## src/rtl/acc_pkg.sv

```systemverilog
// Shared defaults and FSM encoding for the accelerator write-back path.
package acc_pkg;

    localparam int unsigned SUM_W_DEF      = 20;
    localparam int unsigned ADDR_W_DEF     = 13;
    localparam int unsigned RESULT_CNT_DEF = 32;
    localparam int unsigned DEPTH_DEF      = 4;
    localparam int unsigned BASE_ADDR_DEF  = 0;

    typedef enum logic [1:0] {
        IDLE = 2'd0,
        RUN  = 2'd1,
        DONE = 2'd2
    } wb_state_e;

endpackage

```

## src/rtl/sync_fifo.sv

```systemverilog
// Small synchronous FIFO, DEPTH x WIDTH, wrap-bit pointers, show-ahead head.
module sync_fifo #(
    parameter int unsigned DEPTH = 4,
    parameter int unsigned WIDTH = 20
) (
    input  logic             clk_i,
    input  logic             rst_i,
    input  logic             push_i,
    input  logic             pop_i,
    input  logic [WIDTH-1:0] wdata_i,
    output logic [WIDTH-1:0] rdata_o,
    output logic             full_o,
    output logic             empty_o
);

    localparam int unsigned AW = $clog2(DEPTH);

    logic [WIDTH-1:0] mem_q [DEPTH];
    logic [AW:0]      wptr_q;
    logic [AW:0]      rptr_q;
    logic             do_push;
    logic             do_pop;

    assign full_o  = (wptr_q[AW] != rptr_q[AW]) && (wptr_q[AW-1:0] == rptr_q[AW-1:0]);
    assign empty_o = (wptr_q == rptr_q);
    assign rdata_o = mem_q[rptr_q[AW-1:0]];

    // A pop frees a slot in the same cycle, so push on full is fine when popping.
    assign do_pop  = pop_i && !empty_o;
    assign do_push = push_i && (!full_o || do_pop);

    // Storage array write.
    always_ff @(posedge clk_i) begin
        if (do_push) begin
            mem_q[wptr_q[AW-1:0]] <= wdata_i;
        end
    end

    // Pointer update with synchronous flush.
    always_ff @(posedge clk_i) begin
        if (rst_i) begin
            wptr_q <= '0;
            rptr_q <= '0;
        end else begin
            if (do_push) wptr_q <= wptr_q + 1'b1;
            if (do_pop)  rptr_q <= rptr_q + 1'b1;
        end
    end

endmodule

```

## src/rtl/wb_queue.sv

```systemverilog
// Write-back queue: buffers ALU sums, writes them sign-extended to the result
// RAM whenever the APB side is not using the port, and tracks frame completion.
module wb_queue
    import acc_pkg::*;
#(
    parameter int unsigned ADDR_W     = ADDR_W_DEF,
    parameter int unsigned SUM_W      = SUM_W_DEF,
    parameter int unsigned DEPTH      = DEPTH_DEF,
    parameter int unsigned RESULT_CNT = RESULT_CNT_DEF,
    parameter int unsigned BASE_ADDR  = BASE_ADDR_DEF
) (
    input  logic              clk,
    input  logic              rst,
    input  logic              clear,
    input  logic              sum_valid,
    input  logic [SUM_W-1:0]  sum,
    input  logic              rd_req,
    input  logic              ram_ry,
    output logic              ram_we,
    output logic [ADDR_W-1:0] ram_addr,
    output logic [31:0]       ram_wdata,
    output logic              full,
    output logic              empty,
    output logic              wb_done,
    output logic              overflow
);

    localparam int unsigned       CNT_W    = $clog2(RESULT_CNT + 1);
    localparam logic [ADDR_W-1:0] BASE     = ADDR_W'(BASE_ADDR);
    localparam logic [CNT_W-1:0]  LAST_IDX = CNT_W'(RESULT_CNT - 1);

    wb_state_e         state_q;
    logic [CNT_W-1:0]  cnt_q;
    logic [ADDR_W-1:0] addr_q;
    logic              ram_we_q;
    logic [ADDR_W-1:0] ram_addr_q;
    logic [31:0]       ram_wdata_q;
    logic              done_q;
    logic              ovf_q;

    logic              flush;
    logic              push;
    logic              pop;
    logic              drop;
    logic              fifo_full;
    logic              fifo_empty;
    logic [SUM_W-1:0]  head;

    assign flush = rst | clear;

    // Arbitration: pops only in RUN and only when APB and RAM allow it.
    always_comb begin
        pop  = !fifo_empty && !rd_req && ram_ry && (state_q == RUN);
        push = sum_valid && !clear && (state_q != DONE) && (!fifo_full || pop);
        drop = sum_valid && !clear && !push;
    end

    sync_fifo #(
        .DEPTH (DEPTH),
        .WIDTH (SUM_W)
    ) u_fifo (
        .clk_i   (clk),
        .rst_i   (flush),
        .push_i  (push),
        .pop_i   (pop),
        .wdata_i (sum),
        .rdata_o (head),
        .full_o  (fifo_full),
        .empty_o (fifo_empty)
    );

    // Frame FSM, counters and registered RAM write port.
    always_ff @(posedge clk) begin
        if (flush) begin
            state_q     <= IDLE;
            cnt_q       <= '0;
            addr_q      <= BASE;
            ram_we_q    <= 1'b0;
            ram_addr_q  <= BASE;
            ram_wdata_q <= '0;
            done_q      <= 1'b0;
            ovf_q       <= 1'b0;
        end else begin
            ram_we_q <= pop;
            if (drop) ovf_q <= 1'b1;
            case (state_q)
                IDLE: if (sum_valid) state_q <= RUN;
                RUN: begin
                    if (pop && (cnt_q == LAST_IDX)) begin
                        state_q <= DONE;
                        done_q  <= 1'b1;
                    end
                end
                DONE:    state_q <= DONE;
                default: state_q <= IDLE;
            endcase
            if (pop) begin
                ram_addr_q  <= addr_q;
                ram_wdata_q <= {{(32 - SUM_W){head[SUM_W-1]}}, head};
                addr_q      <= addr_q + 1'b1;
                cnt_q       <= cnt_q + 1'b1;
            end
        end
    end

    assign ram_we    = ram_we_q;
    assign ram_addr  = ram_addr_q;
    assign ram_wdata = ram_wdata_q;
    assign full      = fifo_full;
    assign empty     = fifo_empty;
    assign wb_done   = done_q;
    assign overflow  = ovf_q;

endmodule

```

## config.mk

```make
export PLATFORM = sky130hd
export DESIGN_NAME = wb_queue
export DESIGN_NICKNAME = d
export VERILOG_FILES = /design/src/rtl/acc_pkg.sv /design/src/rtl/sync_fifo.sv /design/src/rtl/wb_queue.sv
export SDC_FILE = /design/constraint.sdc
export NUM_CORES = 1
export LEC_CHECK = 0
export ABC_CLOCK_PERIOD_IN_PS = 6100
export CELL_PAD_IN_SITES_DETAIL_PLACEMENT = 1
export CELL_PAD_IN_SITES_GLOBAL_PLACEMENT = 2
export CORE_MARGIN = 2
export CORE_UTILIZATION = 40
export DETAILED_ROUTE_END_ITERATION = 16
export PLACE_DENSITY_LB_ADDON = 0.1
export REMOVE_ABC_BUFFERS = 1
export SLEW_MARGIN = 30
export SYNTH_ARGS = -nofsm -noshare
export SYNTH_HDL_FRONTEND = slang
export SYNTH_HIERARCHICAL = 1
export SYNTH_SLANG_ARGS = --single-unit
```

## constraint.sdc

```tcl
create_clock -name clk -period 6.1 [get_ports clk]
set_clock_uncertainty 0.15 [all_clocks]
set_input_delay 0.61 -clock clk [delete_from_list [all_inputs] [get_ports clk]]
set_output_delay 0.61 -clock clk [all_outputs]
set_load 0.02 [all_outputs]
```

### After elaboration in Yosys (flattened, before gate mapping)

Memory sizes are Yosys's and may differ from the RTL's. A register that Yosys moved wholly into a read port is not among the register bits.
Index checks and enable logic that the tools add are counted.

| word-level totals | value |
|---|---|
| word-level logic and storage cells | 50 |
| memories | 1 |
| flip-flop bits (word level) | 43 |
| ROM bits | 0 |
| bits in latches | 0 |
| RAM bits | 80 |
| output and inout port bits | 50 |

| cells by class | value |
|---|---|
| multiply operators | 0 |
| reduce and logical (&&, ||, !) cells | 21 |
| bitwise logic cells | 1 |
| div/mod/pow operators | 0 |
| equal/unequal tests | 9 |
| shifts and indexed selects | 0 |
| mux-type cells | 5 |
| order comparisons | 0 |
| add/sub/neg operators | 4 |

Memory list:

| name | depth | width | rd ports | clocked after memory_dff | wr ports | line | text |
|---|---|---|---|---|---|---|---|
| u_fifo.mem_q | 4 | 20 | 1 | 1 | 1 | sync_fifo.sv:18 | `logic [WIDTH-1:0] mem_q [DEPTH];` |

Operators with widths:

| operator | number |
|---|---|
| 13-bit by 1-bit adder with 13-bit output, second input constant | 1 |
| 1-bit logical AND | 11 |
| 3-bit by 1-bit adder with 3-bit output, second input constant | 2 |
| 6-bit by 1-bit adder with 6-bit output, second input constant | 1 |
| 6-bit by 5-bit equality test with 1-bit output, second input constant | 1 |
| 2-bit case mux with 3 select lines | 1 |
| 1-bit zero test | 5 |
| 2-bit 2-to-1 mux | 2 |
| 2-bit inequality test, second input constant | 2 |
| 2-bit AND reduction | 2 |
| 3-bit equality test | 1 |
| 2-bit by 1-bit equality test with 1-bit output, second input constant | 1 |
| 2-bit equality test | 1 |
| 2-bit equality test, second input constant | 1 |
| 2-bit zero test | 1 |
| 1-bit logical OR | 2 |
| 1-bit 2-to-1 mux | 2 |
| 2-bit by 1-bit inequality test with 1-bit output, second input constant | 1 |
| 1-bit inequality test | 1 |
| 1-bit bitwise OR | 1 |

### Logic depth before layout (Yosys ltp)

| depth | value |
|---|---|
| word-level depth | 10 |
| mapped depth | 10 |

### Hierarchy

The synthesis kept the hierarchy.

Modules (own cells, without submodules):

| module | times used | cells each | area each (µm²) | sequential area each (µm²) |
|---|---|---|---|---|
| sync_fifo | 1 | 159 | 3419.5 | 2562.5 |
| wb_queue | 1 | 280 | 2321.0 | 1141.1 |

### Least setup slack after synthesis

No wires, ideal clock.

| timing path | value |
|---|---|
| path type | register to register |
| start | reg u_fifo.wptr_q[1] |
| end | reg u_fifo.wptr_q[2] |
| data required time | 5826 ps |
| cell stages (with the launch flop) | 11 |
| data arrival time | 2800 ps |
| path slack | 3025 ps |
| library setup time | 124 ps |
| cell sequence | dfxtp_1 xnor2_2 nand2_1 nor2_1 nand4bb_4 inv_2 buf_2 buf_2 inv_1 a41oi_2 mux2_1 |

| between the ends | value |
|---|---|
| cells in the longest elaborated chain, start to end | 8 |
| elaborated cells between the ends (all ways) | 14 |

RTL lines:

| element | line | text |
|---|---|---|
| start: declaration | sync_fifo.sv:19 | `logic [AW:0] wptr_q;` |
| start signal: assignment | sync_fifo.sv:45 | `if (do_push) wptr_q <= wptr_q + 1'b1;` |
| 3-bit equality test * | sync_fifo.sv:25 | `assign empty_o = (wptr_q == rptr_q);` |
| named net empty | wb_queue.sv:23 | `output logic empty,` |
| 1-bit zero test * | wb_queue.sv:53 | `pop = !fifo_empty && !rd_req && ram_ry && (state_q == RUN);` |
| 1-bit logical AND * (3 in series) | wb_queue.sv:53 |  |
| named net pop | wb_queue.sv:43 | `logic pop;` |
| 1-bit logical OR / 1-bit logical AND (equally long branches) | wb_queue.sv:54, sync_fifo.sv:29 |  |
| 1-bit logical AND / 1-bit logical OR (equally long branches) | wb_queue.sv:54, sync_fifo.sv:30 |  |
| 1-bit logical AND * | sync_fifo.sv:30 | `assign do_push = push_i && (!full_o \|\| do_pop);` |

The timed path passes the listed nets; every way through them passes the cells marked *.
A chain may end at the register's enable or synchronous reset.

### Worst setup path after layout

| timing path | value |
|---|---|
| start | reg u_fifo.wptr_q[1] |
| end | mem u_fifo.mem_q[1][12] (enable) |

| between the ends | value |
|---|---|
| cells in the longest elaborated chain, start to end | 10 |
| elaborated cells between the ends (all ways) | 15 |

RTL lines:

| element | line | text |
|---|---|---|
| 3-bit equality test | sync_fifo.sv:25 |  |
| 1-bit zero test | wb_queue.sv:53 |  |
| 1-bit logical AND (3 in series) | wb_queue.sv:53 |  |
| 1-bit logical OR * | wb_queue.sv:54 | `push = sum_valid && !clear && (state_q != DONE) && (!fifo_full \|\| pop);` |
| 1-bit logical AND * | wb_queue.sv:54 |  |
| named net push | wb_queue.sv:42 | `logic push;` |
| 1-bit logical AND * | sync_fifo.sv:30 |  |
| 1-bit 2-to-1 mux * | sync_fifo.sv:34 | `if (do_push) begin` |
| 1-bit 2-to-1 mux (not written as such) * | sync_fifo.sv:35 | `mem_q[wptr_q[AW-1:0]] <= wdata_i;` |
| end: declaration | sync_fifo.sv:18 |  |

Marked as above.

==> flow_metrics.py <==
metrics = {
    "status": {
        "status": "finished clean",
    },
    "global_route": {
        "grt_max_degree": 68,
        "grt_pass1_vias": 3545,
        "met2_usage_pct": 26.92,
        "grt_use_total_pct": 16.30,
        "grt-ovfl-total": 0,
        "antenna_found_initial": 0,
        "grtUsageMet1_pct": 20.77,
        "grtUsageMet3_pct": 3.663,
        "grt_busiest_layer": "met2",
        "grt_pass1_wl_mm": 18.51,
    },
    "die": {
        "die_w_um": 123.8,
        "start_util_pct": 41.20,
        "die_area_mm2": 0.01533,
        "core_mm2": 0.01393,
        "rows": 43,
        "die_h_um": 123.8,
        "ioPinCount": 76,
    },
    "yosys": {
        "ys_warn_count": 6,
        "synth.largest_area_cell": "edfxtp_1",
        "synth.top_cell.area_share_pct": 41.85,
        "ys.flop_type": "edfxtp_1",
        "yosysSeqAreaShare_pct": 64.52,
        "synth.avg_cell_area_um2": 13.08,
        "ys_ff_latch": 145,
        "netlist_area_mm2": 0.005741,
        "synth.most_common_cell": "nand2_1",
        "async_flop_share_pct": 0,
        "synthCells": 439,
        "synth_cell_types": 46,
        "yosys-top-cells-area": "edfxtp_1 (42%), dfxtp_1 (23%), mux4_2 (7.8%), nand2_1 (5.4%), a21oi_1 (3.2%)",
        "synth_common_cells": "nand2_1 (82), edfxtp_1 (80), dfxtp_1 (65), a21oi_1 (37), nor2_1 (27)",
        "synth_edf_count": 80,
    },
    "detailed_routing": {
        "drc": 0,
        "drt-total-wl_mm": 11.57,
        "wl_per_cell_um": 16.57,
        "drt-vias-per-instance": 5.020,
        "drtAntennaViolNets": 0,
        "drt_first_pass_iters": 4,
        "first_iter_violations": 171,
        "num_vias": 3504,
    },
    "clock_tree": {
        "ctsHoldBuffers": 0,
        "h-tree-depth": 4,
        "clkTransAtPathRegs_ns": 0.06,
        "cts_tree": "built",
        "cts-root-buf": "clkbuf_16",
        "cts_sinks": 145,
        "cts_setup_buffers": 0,
        "clk_latency_ns": 0.41,
        "ctsResizeCount": 0,
        "cts-buffers-inserted": 17,
        "cts_buffer_depth": 2,
    },
    "finish": {
        "drive_gt1_share_pct": 12.74,
        "diodes": 0,
        "final_cells": 698,
        "multi_input_area_mm2": 0.001829,
        "area_delta_synth_final_pct": 24.59,
        "finalNetCount": 541,
        "fillCellCount": 1429,
        "fin_area_mm2": 0.007152,
        "regArea_mm2": 0.003706,
    },
    "pwr": {
        "p_switching_uw": 407.2,
        "power.internal_mw": 1.703,
        "finalPower_mw": 2.110,
        "power.share.sequential_pct": 49.4,
        "comb_power_share_pct": 2.7,
        "switching_share_pct": 19.30,
        "powerDensity_mw_per_mm2": 295.0,
        "p_leak_nw": 2.299,
        "ir_worst_vdd_uv": 184.6,
        "clkPwrFrac_pct": 47.9,
    },
    "sta": {
        "drv_slew": 0,
        "min_period_over_period_pct": 56.31,
        "slew_headroom_pct": 49.27,
        "finalSetupViolCount": 0,
        "fmax_mhz": 291.1,
        "fin_crit_ns": 3.435,
        "tns_ns": 0,
        "hold_viol_final": 0,
        "worstMarginPinSlew_ns": 0.7610,
        "rsz0062_at_grt": "no",
    },
    "min_path": {
        "hold_path_end": "ram_wdata[18]",
        "hold_path_class": "flip-flop to flip-flop",
        "min_from": "ram_wdata[18]",
        "hold_depth": 2,
    },
    "place": {
        "detailed_place.area_mm2": 0.006573,
        "portBuffers": 75,
        "globalplace.congestion": 0.6790,
        "dp.cells": 666,
        "dp_hpwl_mm": 7.114,
    },
    "setup_path": {
        "criticalPathCategory": "flip-flop to flip-flop",
        "startpoint_type": "flip-flop",
        "reg2reg_slack_ns": 2.66,
        "required_ns": 5.99,
        "timing.rr.start": "u_fifo/wptr_q[1]",
        "worstPathArrival_ns": 3.32,
        "r2r-end": "u_fifo/mem_q[1][12]",
        "critical_path.max_fanout": 42,
        "reg2reg_depth": 10,
        "end_kind": "flip-flop",
    },
    "job": {
        "max_cap_violations": 0,
    },
}
power by group through the flow:
stage / Clock (mW) / Sequential, mW / Combinational [mW]
finish: 1.01 / 1.04 / 0.0565
floorplan: 0 / 1.06 / 0.0252
global placement: 0 / 1.06 / 0.0563
global route: 1.07 / 1.04 / 0.0619
CTS: 1.04 / 1.04 / 0.0581
detailed placement: 0 / 1.06 / 0.0576
flip-flops by register name (all words and copies together), names as in the netlist, 2 cells and up, named ones only:
register and flops:
u_fifo/mem_q 80, ram_wdata 20, addr_q 13, ram_addr 13
cnt_q 6, u_fifo/rptr_q 3, u_fifo/wptr_q 3, state_q 2
logic make-up after synthesis:
family	share of synthesized area, %
xor gates and xnor gates	3.291
adders and majority gates	2.180
AOI/OAI and AO/OA	5.384
buffers and inverters	3.684
DFF	64.52
and+or+nand+nor	11.73
muxes	9.220
worst max-delay path by stage:
stage                                 from             endpoint  slack, ns
final                     u_fifo/wptr_q[1]  u_fifo/mem_q[1][12]       2.66
after detailed placement            ram_ry  u_fifo/mem_q[1][17]       2.43
after global routing      u_fifo/wptr_q[1]   u_fifo/mem_q[1][5]       2.40
after floorplan           u_fifo/wptr_q[1]   u_fifo/mem_q[0][0]       2.63
after global placement              ram_ry   u_fifo/mem_q[2][6]       2.19
after CTS                 u_fifo/wptr_q[1]   u_fifo/mem_q[1][5]       2.64
routing by layer:
metal  routed length [um]  up-vias
met5                    0        -
met4                  153        0
met3                  540       12
met2                 5719       76
met1                 5153     1733
li1                     -     1683
critical path, stage by stage, from the launching register on:
cell	delay (ns)
dfxtp_1	0.44
xnor2_2	0.18
nand2_1	0.12
nor2_1	0.07
nand4bb_4	0.22
buf_4	0.29
a21oi_1	0.23
nor3b_1	0.34
inv_1	0.10
a41oi_2	0.32
and2_2	0.59
per-stage QoR:
step / util [%] / worst slack (ns) / hold slack [ns]
after floorplan: - / 2.628 / 0.2955
after global placement: 47.12 / 2.190 / 0.2932
after detailed placement: 47.17 / 2.430 / 0.2987
after CTS: 51.32 / 2.635 / 0.3057
after global routing: 51.32 / 2.405 / 0.3147
final: 51.32 / 2.665 / 0.3021
layout by cell type, fill, tap and decap left out, types with 4 or more instances in the layout:
cell type and count:
clkdlybuf4s50_1 75, mux4_2 20, dfxtp_1 63, inv_1 8, xor2_1 9, nand4_1 7
nand3_1 5, ha_1 10, nor2_1 27, xnor2_1 7, edfxtp_1 80, nand2_1 82
a21oi_1 37, clkinv_2 4, clkbuf_16 17, nand2b_1 4
final cells by class:
cell class	count	share of cell area (%)
Sequential cell	145	51.82
Timing Repair Buffer	78	10.81
Clock buffer	19	6.053
Inverter	10	0.5598
Tap cell	180	3.149
Multi-Input combinational cell	253	25.58
Clock inverter	13	2.029
Note: power is estimated with default switching activity, not from simulation.
